### config.mk
export PLATFORM = sky130hd
export DESIGN_NAME = dadda_nxn_pipelined
export DESIGN_NICKNAME = d
export VERILOG_FILES = /design/src/rtl/dadda_nxn_pipelined.sv
export SDC_FILE = /design/constraint.sdc
export NUM_CORES = 1
export LEC_CHECK = 0
export CAP_MARGIN = 20
export CORE_MARGIN = 2
export CORE_UTILIZATION = 55
export DETAILED_ROUTE_END_ITERATION = 7
export PLACE_DENSITY = 0.78
export SYNTH_ARGS = -nofsm -noshare
export SYNTH_HDL_FRONTEND = slang
export SYNTH_SLANG_ARGS = --single-unit
### constraint.sdc
create_clock -name clk -period 8.5 [get_ports clk]
set_input_delay 1.7 -clock clk [delete_from_list [all_inputs] [get_ports clk]]
set_output_delay 1.7 -clock clk [all_outputs]
set_load 0.05 [all_outputs]
### src/rtl/dadda_nxn_pipelined.sv
`default_nettype none
// ============================================================================
// Module      : dadda_nxn_pipelined
// Description : Pipelined WIDTH x WIDTH Dadda-style multiplier. Partial
//               products (Baugh-Wooley in signed mode) are reduced by one
//               4:2 compressor level (S1), carry-save cleanup to two rows
//               (S2), and a final carry-propagate adder (S3). A valid/ready
//               handshake with full backpressure and a sideband tag are
//               carried alongside the data.
//               Optional macro DADDA_MAC_EN adds in_acc_clr and a 2*WIDTH
//               accumulator stage after S3 (latency 4 instead of 3).
//               WIDTH must be even and in 4..32.
// Revision    : 1.0 - initial release
// ============================================================================
module dadda_nxn_pipelined #(
   parameter int WIDTH = 8,
   parameter int TAG_W = 4
) (
   input  logic                 clk,
   input  logic                 rst_n,
   input  logic                 in_valid,
   output logic                 in_ready,
   input  logic [WIDTH-1:0]     in_a,
   input  logic [WIDTH-1:0]     in_b,
   input  logic                 in_signed,
   input  logic [TAG_W-1:0]     in_tag,
`ifdef DADDA_MAC_EN
   input  logic                 in_acc_clr,
`endif
   output logic                 out_valid,
   input  logic                 out_ready,
   output logic [2*WIDTH-1:0]   out_p,
   output logic [TAG_W-1:0]     out_tag,
   output logic                 busy
);

   localparam int c_pw = 2 * WIDTH;           // product width
   localparam int c_nr = WIDTH + 1;           // PP rows plus the Baugh-Wooley constant row
   localparam int c_ng = c_nr / 4;            // 4:2 compressor groups in the first level
   localparam int c_nl = c_nr % 4;            // rows passed straight through the first level
   localparam int c_r1 = 2 * c_ng + c_nl;     // rows held in S1
   localparam logic [c_pw-1:0] c_one = {{(c_pw-1){1'b0}}, 1'b1};
   // Baugh-Wooley correction: +1 at column WIDTH and at column 2*WIDTH-1
   localparam logic [c_pw-1:0] c_bw_const = (c_one << WIDTH) | (c_one << (c_pw - 1));

   function automatic logic [c_pw-1:0] maj3(input logic [c_pw-1:0] a,
                                             input logic [c_pw-1:0] b,
                                             input logic [c_pw-1:0] c);
      return (a & b) | (a & c) | (b & c);
   endfunction

   logic [c_pw-1:0] w_pp [c_nr];
   logic [c_pw-1:0] w_l1 [c_r1];
   logic            w_bit;
   logic            w_stall;

   logic [c_pw-1:0] s1_rows_q [c_r1];
   logic [TAG_W-1:0] s1_tag_q, s2_tag_q;
   logic            s1_valid_q, s2_valid_q, s3_valid_q;
   logic [c_pw-1:0] s2_sum_d, s2_car_d, s2_sum_q, s2_car_q;
   logic [c_pw-1:0] w_tsum, w_tcar;
   logic [c_pw-1:0] s3_prod_d;
   logic [c_pw-1:0] out_p_q;
   logic [TAG_W-1:0] out_tag_q;

   // Partial-product rows; MSB row/column cross terms are inverted in signed mode
   always_comb begin
      w_bit = 1'b0;
      for (int i = 0; i < c_nr; i++) w_pp[i] = '0;
      for (int i = 0; i < WIDTH; i++) begin
         for (int j = 0; j < WIDTH; j++) begin
            w_bit = in_a[j] & in_b[i];
            if (in_signed && ((i == WIDTH - 1) != (j == WIDTH - 1)))
               w_bit = ~w_bit;
            w_pp[i][i+j] = w_bit;
         end
      end
      w_pp[WIDTH] = in_signed ? c_bw_const : '0;
   end

   // First reduction level: each group of four rows becomes a sum/carry pair
   for (genvar g = 0; g < c_ng; g++) begin : g_cmp42
      logic [c_pw-1:0] w_s0, w_c0;
      assign w_s0          = w_pp[4*g] ^ w_pp[4*g+1] ^ w_pp[4*g+2];
      assign w_c0          = maj3(w_pp[4*g], w_pp[4*g+1], w_pp[4*g+2]) << 1;
      assign w_l1[2*g]     = w_s0 ^ w_c0 ^ w_pp[4*g+3];
      assign w_l1[2*g+1]   = maj3(w_s0, w_c0, w_pp[4*g+3]) << 1;
   end

   for (genvar k = 0; k < c_nl; k++) begin : g_pass
      assign w_l1[2*c_ng+k] = w_pp[4*c_ng+k];
   end

   // FA/HA cleanup: fold the remaining S1 rows down to one sum and one carry row
   always_comb begin
      w_tsum   = '0;
      w_tcar   = '0;
      s2_sum_d = s1_rows_q[0];
      s2_car_d = s1_rows_q[1];
      for (int k = 2; k < c_r1; k++) begin
         w_tsum   = s2_sum_d ^ s2_car_d ^ s1_rows_q[k];
         w_tcar   = maj3(s2_sum_d, s2_car_d, s1_rows_q[k]) << 1;
         s2_sum_d = w_tsum;
         s2_car_d = w_tcar;
      end
   end

   // Final carry-propagate adder; carry out of the top bit is discarded
   assign s3_prod_d = s2_sum_q + s2_car_q;

   assign w_stall  = out_valid && !out_ready;
   assign in_ready = !w_stall;
   assign out_p    = out_p_q;
   assign out_tag  = out_tag_q;

   // S1/S2 datapath registers: no reset, frozen while the output is stalled
   always_ff @(posedge clk) begin
      if (!w_stall) begin
         for (int k = 0; k < c_r1; k++) s1_rows_q[k] <= w_l1[k];
         s1_tag_q <= in_tag;
         s2_sum_q <= s2_sum_d;
         s2_car_q <= s2_car_d;
         s2_tag_q <= s1_tag_q;
      end
   end

`ifdef DADDA_MAC_EN
   logic            s1_clr_q, s2_clr_q, s3_clr_q;
   logic [c_pw-1:0] s3_prod_q;
   logic [TAG_W-1:0] s3_tag_q;
   logic            s4_valid_q;

   assign out_valid = s4_valid_q;
   assign busy      = s1_valid_q | s2_valid_q | s3_valid_q | s4_valid_q;

   // Stage valid bits advance together unless the output is stalled
   always_ff @(posedge clk or negedge rst_n) begin
      if (!rst_n) begin
         s1_valid_q <= 1'b0;
         s2_valid_q <= 1'b0;
         s3_valid_q <= 1'b0;
         s4_valid_q <= 1'b0;
      end else if (!w_stall) begin
         s1_valid_q <= in_valid;
         s2_valid_q <= s1_valid_q;
         s3_valid_q <= s2_valid_q;
         s4_valid_q <= s3_valid_q;
      end
   end

   // S3 product and the clear flag travelling with each transaction
   always_ff @(posedge clk) begin
      if (!w_stall) begin
         s1_clr_q  <= in_acc_clr;
         s2_clr_q  <= s1_clr_q;
         s3_clr_q  <= s2_clr_q;
         s3_prod_q <= s3_prod_d;
         s3_tag_q  <= s2_tag_q;
      end
   end

   // Accumulator doubles as the output register; updates only on a real transfer
   always_ff @(posedge clk or negedge rst_n) begin
      if (!rst_n) begin
         out_p_q   <= '0;
         out_tag_q <= '0;
      end else if (!w_stall && s3_valid_q) begin
         out_p_q   <= s3_clr_q ? s3_prod_q : out_p_q + s3_prod_q;
         out_tag_q <= s3_tag_q;
      end
   end
`else
   assign out_valid = s3_valid_q;
   assign busy      = s1_valid_q | s2_valid_q | s3_valid_q;

   // Stage valid bits advance together unless the output is stalled
   always_ff @(posedge clk or negedge rst_n) begin
      if (!rst_n) begin
         s1_valid_q <= 1'b0;
         s2_valid_q <= 1'b0;
         s3_valid_q <= 1'b0;
      end else if (!w_stall) begin
         s1_valid_q <= in_valid;
         s2_valid_q <= s1_valid_q;
         s3_valid_q <= s2_valid_q;
      end
   end

   // S3 output register; only loaded by valid transactions so bubbles leave it intact
   always_ff @(posedge clk or negedge rst_n) begin
      if (!rst_n) begin
         out_p_q   <= '0;
         out_tag_q <= '0;
      end else if (!w_stall && s2_valid_q) begin
         out_p_q   <= s3_prod_d;
         out_tag_q <= s2_tag_q;
      end
   end
`endif

endmodule
`default_nettype wire

* Word-level counts from Yosys, hierarchy flattened
Memories as Yosys holds them, arrays and structs flattened.
Cells that the tools add are included.
** Cells by class
- Mux-type cells :: 16
- Equal/unequal tests :: 0
- Add/subtract/negate cells :: 1
- Reductions and logical operators :: 4
- Bitwise logic cells :: 129
- Shift-type cells :: 0
- Div/mod/pow operators :: 0
- Multiply operators :: 0
- $lt $le $gt $ge :: 0
** Operator list (number)
- 15-bit bitwise AND :: 10
- 15-bit OR :: 8
- 16-bit XOR :: 6
- 1-bit bitwise AND :: 64
- 14-bit by 15-bit bitwise AND with 15-bit output :: 2
- 10-bit by 11-bit bitwise AND with 11-bit output :: 2
- 11-bit OR :: 2
- 16-bit adder :: 1
- 16-bit two-way mux :: 1
- 1-bit two-way mux :: 15
- 14-bit by 15-bit XOR with 15-bit output :: 1
- 15-bit XOR :: 1
- 12-bit by 14-bit bitwise AND with 14-bit output :: 1
- 13-bit by 14-bit bitwise AND with 14-bit output :: 1
- 1-bit inverter :: 14
- 13-bit by 14-bit OR with 14-bit output :: 1
- 14-bit OR :: 1
- 13-bit by 14-bit XOR with 14-bit output :: 1
- 12-bit by 13-bit bitwise AND with 13-bit output :: 1
- 12-bit by 13-bit XOR with 13-bit output :: 1
- 11-bit bitwise AND :: 1
- 10-bit by 11-bit XOR with 11-bit output :: 1
- 11-bit XOR :: 1
- 8-bit by 10-bit bitwise AND with 10-bit output :: 1
- 9 further kinds :: 12
** Word-level totals
- Input bits :: 25
- ROM bits :: 0
- Word-level logic and storage cells :: 160
- Latch bits :: 0
- Register bits :: 62
- Memories kept :: 1
- Output and inout port bits :: 23
- RAM bits :: 80
** Memories
- s1_rows_q :: depth 5, bits a word 16, rd ports 5, clocked after Yosys merged registers in 0, write ports 5, RTL line 57 : logic [c_pw-1:0] s1_rows_q [c_r1];

* Logic depth before layout (Yosys ltp)
An unclocked memory read counts as a cell.
- Depth after elaboration :: 10
- Mapped depth :: 8
- Depth with buffers taken out :: 8

* Worst setup path before layout
No wires, ideal clock.
- Path kind :: input-to-output
- Start :: input out_ready
- End :: output in_ready
- Path buffers :: 1
- Cell stages on the path :: 2
- Arrival :: 4310 ps
- Data required time :: 6800 ps
- Setup slack :: 2490 ps
- Path through :: nand2b_1 > clkbuf_1
** On the way
- Longest elaborated chain between the ends :: 3
** RTL lines
- start, declared :: RTL line 31 : input logic out_ready,
- 1-bit zero test :: RTL line 111 : assign w_stall = out_valid && !out_ready;
- 1-bit logical AND :: RTL line 111
- 1-bit zero test :: RTL line 112 : assign in_ready = !w_stall;
- end, declared :: RTL line 22 : output logic in_ready,
No other way between the ends.

* Worst setup path after layout
Ends and elaborated chain as after synthesis.

==> impl_metrics.tcl <==
set metrics [dict create \
    rsz0062_at_grt "false" \
    startpoint_type "primary input" \
    dieArea_mm2 0.0100 \
    syn_area_mm2 0.00507 \
    synth_edf_count 73 \
    grt_max_degree 80 \
    status "finished, final reports clean" \
    finalHoldViolCount 0 \
    min-delay-start "s1_rows_q[0][1]" \
    final_max_slew_viol_count 0 \
    path_max_fanout 79 \
    io_buffers 47 \
    die_w_um 100 \
    reg2reg_to "out_p[15]" \
    max_freq_mhz 179 \
    period_needed_ns 5.59 \
    r2r-start "out_valid" \
    worstSkewPairLatency_ns 0.35 \
    cts_resized 0 \
    nFillCells 665 \
    die_y_um 100 \
    endpoint_kind "output port" \
    cts_setup_buffers 0 \
    hold_path_end "s2_sum_q[1]" \
    drt_pass1_iterations 4 \
    maxSlewHeadroom 0.328 \
    start_util 0.559 \
    period_share 0.658 \
    whs_path_depth 0 \
    drt_wl_total_um 7890 \
    yosysSeqAreaShare 0.546 \
    worst-r2r-cell-count 4 \
    setup_tns_ns 0 \
    ys_dominant_reg_cell "edfxtp_1" \
    cp.required_ns 6.80 \
    cts_tree "built" \
    multi_input_area_mm2 0.00219 \
    drive_above_1_share 0.0790 \
    max-cap-violations 0 \
    ys_warn_count 0 \
    crit_arrival_ns 3.89 \
    antenna_found_initial 0 \
    fin_nets 496 \
    cts-buffers-inserted 9 \
    routed_via_density 5.25 \
    area_delta_synth_final_pct 16.1 \
    grt_pass1_wl_um 13500 \
    io_pins 48 \
    ys_types 31 \
    clk_pin_slew_ns 0.10 \
    async_flop_share 0.240 \
    design_power_total_uw 1900 \
    syn_inst 349 \
    wl_per_cell_um 15.3 \
    cts_hold_buf 0 \
    drc 0 \
    p_per_area_mw_per_mm2 322 \
    hpwl_um 6010 \
    worstSetupPathType "in -> out" \
    cts-htree-levels 3 \
    seqCellArea_mm2 0.00277 \
    ff2ff_setup_slack_ns 5.61 \
    diodes 0 \
    finalSetupViolations 0 \
    tightest_slew_ns 1.01 \
    hold_path_class "reg -> reg" \
    ys_seq_elements 96 \
    synth_nets 445 \
    coreArea_mm2 0.00906 \
    ant_nets 0 \
    root_buffer "clkbuf_8" \
    grt_overflow 0 \
    avgSynthCellArea_um2 14.5 \
    rows 35 \
    num_vias 2711 \
    skew_ns 0.00680 \
    first_iter_violations 93 \
    grt_pass1_vias 2750 \
    gp_congestion 0.871 \
    clk_path_buf_depth 2 \
    cts_sinks 96 \
    power_leakage_uw 0.00243 \
    grt_use_total 0.175 \
    ir_drop_mv 0.134 \
]
## power breakdown
group          switching [µW]  internal (µW)
Clock                     156            139
Combinational             490            327
Sequential               68.5            715
Total                     714           1180
## metrics by stage
step	area, µm²	hold WS (ns)	cells	worst slack [ns]	util
after floorplan	5070	0.400	349	2.49	-
after global placement	5650	0.405	499	2.90	0.623
after detailed placement	5650	0.407	499	2.86	0.623
after CTS	5850	0.429	515	2.85	0.646
after global routing	5880	0.432	516	2.77	0.649
final	5880	0.428	516	2.91	0.649
## worst max-delay path by stage
stage	start	end	slack [ns]	cells after the start
3_3_place_gp	out_ready	in_ready	2.90	3
2_1_floorplan	out_ready	in_ready	2.49	2
6_report	out_ready	in_ready	2.91	3
5_1_grt	out_ready	in_ready	2.77	3
4_1_cts	out_ready	in_ready	2.85	3
3_5_place_dp	out_ready	in_ready	2.86	3
## synth_stat cells, types with 4 or more instances
library cell,count,area share
ha_1,31,0.077
dfrtp_1,23,0.11
and2_1,46,0.057
fa_1,40,0.16
nand2_1,28,0.021
mux2_2,13,0.029
inv_1,22,0.016
o21ai_0,11,0.011
xnor2_1,12,0.021
o21a_1,4,0.0059
a21oi_1,4,0.0040
nor2_1,4,0.0030
xor2_1,8,0.014
edfxtp_1,73,0.43
clkbuf_1,6,0.0044
## state kept, by name, summed over array words and instances (netlist names)
register    cells
s2_tag_q        4
s1_rows_q      39
out_p          16
s2_car_q       10
out_tag         4
s1_valid_q      1
s2_sum_q       16
s1_tag_q        4
out_valid       1
s2_valid_q      1
## logic make-up after synthesis
| logic type | after synthesis | share of synthesized area |
|---|---|---|
| adders and majority gates | 71 | 0.235 |
| buffers and inverters | 30 | 0.0227 |
| DFF | 96 | 0.546 |
| muxes | 13 | 0.0289 |
| and+or+nand+nor | 89 | 0.0948 |
| xor gates and xnor gates | 20 | 0.0346 |
| AOI/OAI and AO/OA | 30 | 0.0380 |
## layout make-up
cell class / instances / share of cell area
Multi-Input combinational cell: 223 / 0.373
Clock inverter: 7 / 0.0132
Tap cell: 111 / 0.0236
Inverter: 22 / 0.0140
Timing Repair Buffer: 48 / 0.0847
Sequential cell: 96 / 0.471
Clock buffer: 9 / 0.0211
## per-layer routing
metal	up-vias	wire length [µm]	global-route usage
li1	1297	-	-
met1	1339	3490	0.231
met2	66	4060	0.293
met3	9	251	0.0265
met4	0	82	0.0727
met5	-	0	0
## worst max-delay path, stage by stage
cell and delay, ns:
clkdlybuf4s50_1 0.46, nand2b_4 0.76, clkdlybuf4s50_1 0.96
## layout by cell type (no fill, tap or decap), drive strengths merged, types with 2 or more instances in the layout
cell type	n
a211oi	2
a21o	2
a21oi	4
and2	46
clkbuf	9
clkdlybuf4s50	47
clkinv	3
dfrtp	23
edfxtp	73
fa	40
ha	31
inv	24
mux2	13
nand2	28
nand2b	3
nand3	2
nor2	4
nor3	2
o21a	4
o21ai	11
o31ai	2
xnor2	12
xor2	8
Note: power is estimated with default switching activity, not from simulation.
